[src/rtl/pmci_vdm_tx_pkt_buf.sv]
`default_nettype none
// ============================================================================
// Module      : pmci_vdm_tx_pkt_buf
// Description : MCTP-over-PCIe VDM transmit packet buffer. Decodes FCR/PDR
//               MMIO writes, buffers 64-bit words in a FIFO and streams one
//               buffered packet per START as a single AXI-Stream burst.
// Revision    : 1.0 - initial release
// ============================================================================
module pmci_vdm_tx_pkt_buf #(
   parameter int DEPTH = 64,
   parameter int CNT_W = $clog2(DEPTH) + 1
) (
   input  logic        clk,
   input  logic        rst_n,
   input  logic        csr_wr,
   input  logic        csr_rd,
   input  logic [3:0]  csr_addr,
   input  logic [63:0] csr_wdata,
   output logic [63:0] csr_rdata,
   output logic        csr_rvalid,
   output logic        m_tvalid,
   output logic [63:0] m_tdata,
   output logic        m_tlast,
   input  logic        m_tready
);

   localparam int               c_AW       = $clog2(DEPTH);
   localparam logic [3:0]       c_ADDR_FCR = 4'h0;
   localparam logic [3:0]       c_ADDR_PDR = 4'h8;
   localparam logic [CNT_W-1:0] c_DEPTH    = CNT_W'(DEPTH);
   localparam logic [CNT_W-1:0] c_ONE      = CNT_W'(1);

   localparam logic [0:0] c_IDLE = 1'b0;
   localparam logic [0:0] c_SEND = 1'b1;

   logic [0:0]       r_state;
   logic [0:0]       w_state_nxt;
   logic [CNT_W-1:0] r_wr_ptr;
   logic [CNT_W-1:0] r_rd_ptr;
   logic [CNT_W-1:0] r_remaining;
   logic             r_ovf;
   logic [63:0]      r_mem [DEPTH];

   logic             w_busy;
   logic [CNT_W-1:0] w_wcnt;
   logic             w_full;
   logic             w_empty;
   logic             w_fcr_wr;
   logic             w_pdr_wr;
   logic             w_push;
   logic             w_ovf_evt;
   logic             w_start;
   logic             w_flush;
   logic             w_pop;
   logic             w_last_beat;
   logic [63:0]      w_fcr_val;

   // Pointers carry an extra wrap bit, so the difference is the exact count
   assign w_wcnt   = r_wr_ptr - r_rd_ptr;
   assign w_full   = (w_wcnt == c_DEPTH);
   assign w_empty  = (w_wcnt == '0);

   assign w_fcr_wr = csr_wr && (csr_addr == c_ADDR_FCR);
   assign w_pdr_wr = csr_wr && (csr_addr == c_ADDR_PDR);

   // Pushes are refused while a packet is in flight so the burst length is frozen
   assign w_push    = w_pdr_wr && !w_busy && !w_full;
   assign w_ovf_evt = w_pdr_wr && (w_busy || w_full);

   // FLUSH takes priority over START in the same FCR write
   assign w_flush = w_fcr_wr && (r_state == c_IDLE) && csr_wdata[1];
   assign w_start = w_fcr_wr && (r_state == c_IDLE) && !csr_wdata[1]
                    && csr_wdata[0] && !w_empty;

   assign w_pop       = (r_state == c_SEND) && m_tready;
   assign w_last_beat = w_pop && (r_remaining == c_ONE);

   assign w_fcr_val = {32'h0, 16'(w_wcnt), 12'h0, w_busy, r_ovf, 2'b00};

   // FSM state register
   always_ff @(posedge clk or negedge rst_n) begin
      if (!rst_n) r_state <= c_IDLE;
      else        r_state <= w_state_nxt;
   end

   // FSM next-state logic
   always_comb begin
      w_state_nxt = r_state;
      case (r_state)
         c_IDLE:  if (w_start)     w_state_nxt = c_SEND;
         c_SEND:  if (w_last_beat) w_state_nxt = c_IDLE;
         default:                  w_state_nxt = c_IDLE;
      endcase
   end

   // FSM outputs: stream beat is the FIFO head, gated to zero when idle
   always_comb begin
      w_busy   = (r_state == c_SEND);
      m_tvalid = (r_state == c_SEND);
      m_tlast  = (r_state == c_SEND) && (r_remaining == c_ONE);
      m_tdata  = (r_state == c_SEND) ? r_mem[r_rd_ptr[c_AW-1:0]] : 64'h0;
   end

   // FIFO pointers and packet beat counter
   always_ff @(posedge clk or negedge rst_n) begin
      if (!rst_n) begin
         r_wr_ptr    <= '0;
         r_rd_ptr    <= '0;
         r_remaining <= '0;
      end else begin
         if (w_push)  r_wr_ptr <= r_wr_ptr + c_ONE;
         if (w_flush) r_rd_ptr <= r_wr_ptr;
         else if (w_pop) r_rd_ptr <= r_rd_ptr + c_ONE;
         if (w_start) r_remaining <= w_wcnt;
         else if (w_pop) r_remaining <= r_remaining - c_ONE;
      end
   end

   // FIFO storage; contents need no reset since the pointers define validity
   always_ff @(posedge clk) begin
      if (w_push) r_mem[r_wr_ptr[c_AW-1:0]] <= csr_wdata;
   end

   // Sticky overflow flag; a new overflow wins over a same-cycle clear
   always_ff @(posedge clk or negedge rst_n) begin
      if (!rst_n)                         r_ovf <= 1'b0;
      else if (w_ovf_evt)                 r_ovf <= 1'b1;
      else if (w_fcr_wr && csr_wdata[2])  r_ovf <= 1'b0;
   end

   // Registered read response capturing state of the csr_rd cycle
   always_ff @(posedge clk or negedge rst_n) begin
      if (!rst_n) begin
         csr_rvalid <= 1'b0;
         csr_rdata  <= 64'h0;
      end else begin
         csr_rvalid <= csr_rd;
         csr_rdata  <= (csr_rd && (csr_addr == c_ADDR_FCR)) ? w_fcr_val : 64'h0;
      end
   end

endmodule
`default_nettype wire

[config.mk]
export PLATFORM = sky130hd
export DESIGN_NAME = pmci_vdm_tx_pkt_buf
export DESIGN_NICKNAME = d
export VERILOG_FILES = /design/src/rtl/pmci_vdm_tx_pkt_buf.sv
export SDC_FILE = /design/constraint.sdc
export NUM_CORES = 2
export LEC_CHECK = 0
export BUFFER_PORTS_ARGS = -buffer_cell sky130_fd_sc_hd__buf_2
export CELL_PAD_IN_SITES_DETAIL_PLACEMENT = 0
export CELL_PAD_IN_SITES_GLOBAL_PLACEMENT = 1
export CORE_MARGIN = 2
export CORE_UTILIZATION = 58
export CTS_BUF_LIST = sky130_fd_sc_hd__clkbuf_8
export CTS_CLUSTER_SIZE = 25
export DETAILED_ROUTE_END_ITERATION = 6
export GPL_ROUTABILITY_DRIVEN = 0
export PLACE_DENSITY_LB_ADDON = 0.1
export REMOVE_ABC_BUFFERS = 1
export SYNTH_ARGS = -nofsm -noshare
export SYNTH_HDL_FRONTEND = slang
export SYNTH_SLANG_ARGS = --single-unit
[constraint.sdc]
create_clock -name clk -period 10.9 [get_ports clk]
set_input_delay 2.18 -clock clk [delete_from_list [all_inputs] [get_ports clk]]
set_output_delay 2.18 -clock clk [all_outputs]
set_load 0.005 [all_outputs]
==> run metrics <==
Post-synth EDFFs=4096; Post-DRT Antenna Nets=0; CTS Root Cell=clkbuf_8; Core Area=about 270000 sq um; max-slew violations=0; hold_ws=~0.52 ns; Max Freq=about 0.12 GHz; critical-path cell list=buf_12 -> buf_4 -> mux4_2 -> mux4_2 -> nor2_1 -> a31oi_1 -> o31a_1 -> buf_2; post_cts resized=0; commonest non-fill, non-tap cell in the layout=edfxtp_1; Sw Ratio=28.4%; routed vias/inst=approximately 6.8; Clock power frac=between 30% and 40%; Synth Flop Type=edfxtp_1; grt ovf=0; Synth Area per Inst=approximately 23 sq um; fraction of layout instances using a drive strength above 1=a little over a quarter; vias after detailed routing=just under 80000; crit share post-route=73.6%; initial antenna violation count=21; critical path class=reg2out; Seq pwr share=46.1%; Synth async-reset ratio=less than 1%; DRT iter0 DRCs=between 10000 and 15000; CTS buffer count=about 650; crit path DAT=5.84 ns; Die W=526 um; max_cap viols=0; Layout Skew=~0.048 ns; pwr dens=around 220 nW/um^2; reg2reg end=r_mem[48][22]; Syn Std Cell Area=158000 sq um; most frequent cells in the layout=edfxtp_1, mux4_2, clkbuf_8, mux2i_1, inv_1; RSZ-0062 raised after global routing=false; Syn Inst Count=between 6000 and 7000; switching pwr=around 0.011 W; drt total wl=around 430 mm; slowest stage delay, CP=~1.0 ns; startpoint of the worst hold path=r_ovf; die area=277000 sq um; DRC viols=0; Clk Latency, worst-skew pair=approximately 1.2 ns; cts hold-fix bufs=0; HPWL after detailed placement=between 200 and 250 mm; WP buf/inv=3; Layout area overhead=10.6%; Slowest cell on crit path=dfrtp_4; CP endpoint kind=output pin; clock tree buffer depth=4; total negative slack=0 ns; most used cell, CP=mux4_2; register area share after synthesis=78.2%; combinational fraction of design power=a little under a quarter; routed length per instance=roughly 37 um; postcts setup bufs=0; Hold Path Class=reg2reg; largest net degree at the start of global routing=roughly 140; Yosys cell types=between 60 and 70; Initial Utilization=around three fifths; Hold Path Depth=2; WHS Endpoint=csr_rdata[2]; Yosys Warn Count=0; gr busiest metal=met2; DR pass1 iterations=5; PortBufs=148; leakage=56.5 nW; max_slew headroom=between 10% and 20%; Peak VDD IR=about 0.23 mV; final setup fails=0; FF-to-FF path depth=11; R2R Setup Slk=about 4.5 ns; CTS tree=yes; Total GRT Usage=31.0%; status=finished clean; final std cells w/o fill=11700; Tmin final=about 8 ns; Reg clk slew, reported paths=about 0.060 ns; Data required, critical path=8.72 ns; P_int=approximately 0.027 W; M3 GR Usage=under 10%; vias in the first global route=between 70000 and 80000; H-Tree Depth=6; M1 GR Usage=approximately 45%; clk sinks=slightly above 4000; worst r2r src=r_rd_ptr[2]; M2 GR Usage=between 40% and 50%; first-pass GRT wire length=approximately 600 mm; I/O pin count=just over 200; CP Max Fanout=124; CP delay by family, top=buffers and inverters; Chip Height=between 500 and 600 um; Critical Path Start Type=flip-flop; num rows=191; Least-Margin Pin Slew=around 1.3 ns; dpl cells=roughly 11000; Hold Vio Cnt, Final=0; Nets=7680; post-synthesis register bit count=about 4100
==> power groups by stage <==
stage	combinational [W]	sequential, W	clock (W)
4_1_cts	0.00902	0.0177	0.0119
5_1_grt	0.00948	0.0177	0.0125
3_3_place_gp	0.00897	0.0180	0
3_5_place_dp	0.00899	0.0180	0
6_report	0.00895	0.0177	0.0117
2_1_floorplan	0.00774	0.0185	0
==> stage by stage <==
step | cell area [sq um] | util, % | total power (W) | worst slack (ns)
after floorplan | 156000 | - | 0.0262 | -39.07
after global placement | 164000 | 60.4 | 0.0270 | 4.15
after detailed placement | 164000 | 60.4 | 0.0270 | 4.14
after CTS | 175000 | 64.6 | 0.0386 | 2.85
after global routing | 175000 | 64.6 | 0.0397 | 2.77
final | 175000 | 64.6 | 0.0383 | 2.88
==> worst register-to-register path: cells and delay by family, from the launching register on <==
kind	cells	cell delay, ns
AOI/OAI and AO/OA	2	0.50
adders and majority gates	1	0.61
buffers and inverters	4	2.19
DFF	1	0.99
muxes	1	0.26
and+or+nand+nor	3	1.45
==> routing by layer <==
layer,up-vias,wire [um]
met3,750,44300
met2,4689,205000
li1,30900,-
met5,-,45
met1,42700,166000
met4,8,12900
==> cell usage after synthesis, types with 24 or more instances <==
library cell     n  share of area [%]
edfxtp_1      4096                 78
mux4_2         998                 14
mux2i_1        305                1.9
nand2_1        248               0.59
clkbuf_1       180               0.43
a21oi_1        146               0.46
buf_4          116               0.55
nor2_1         115               0.27
o221ai_1       102               0.56
buf_2           96               0.30
a211oi_1        65               0.31
o31a_1          46               0.25
o21ai_0         34               0.11
o22ai_1         34               0.13
a31oi_1         33               0.13
dfrtp_1         33               0.52
o21ai_1         33               0.10
buf_1           32              0.076
nand4_1         24              0.095
nor2b_1         24              0.095
==> sequential cells by signal, summed over array words and instances (netlist names) <==
name,count
r_mem,4096
csr_rdata,9
r_rd_ptr,7
r_remaining,7
r_wr_ptr,7
csr_rvalid,1
m_tvalid,1
r_ovf,1
==> how the worst max path moves through the flow <==
stage	startpoint	end	slack [ns]	depth (start not counted)
after global routing	r_rd_ptr[1]	m_tdata[44]	2.77	9
after floorplan	r_rd_ptr[0]	r_mem[61][0]	-39.07	6
final	r_rd_ptr[1]	m_tdata[35]	2.88	8
after global placement	r_rd_ptr[1]	m_tdata[38]	4.15	8
after detailed placement	r_rd_ptr[1]	m_tdata[35]	4.14	8
after CTS	r_rd_ptr[1]	m_tdata[35]	2.85	8
==> kinds of logic after synthesis <==
family                   synth area share (%)
AO/OA/AOI/OAI                            2.54
buffers and inverters                    1.52
AND/OR/NAND/NOR                          1.27
adder cells (fa/ha/maj)                0.0917
other                                 0.00237
XOR/XNOR                               0.0774
multiplexers                             16.3
flip-flops                               78.2
==> area by class of cell <==
cell class / instances / area (sq um)
Timing Repair Buffer: 351 / 2460
Sequential cell: 4129 / 124000
Tap cell: 3570 / 4470
Clock buffer: 664 / 9140
Multi-Input combinational cell: 2447 / 32900
Fill cell: 17900 / 96100
Antenna cell: 10 / 25.0
Inverter: 14 / 63.8
Clock inverter: 489 / 2270
No activity file was read; power rests on OpenSTA's default activity.
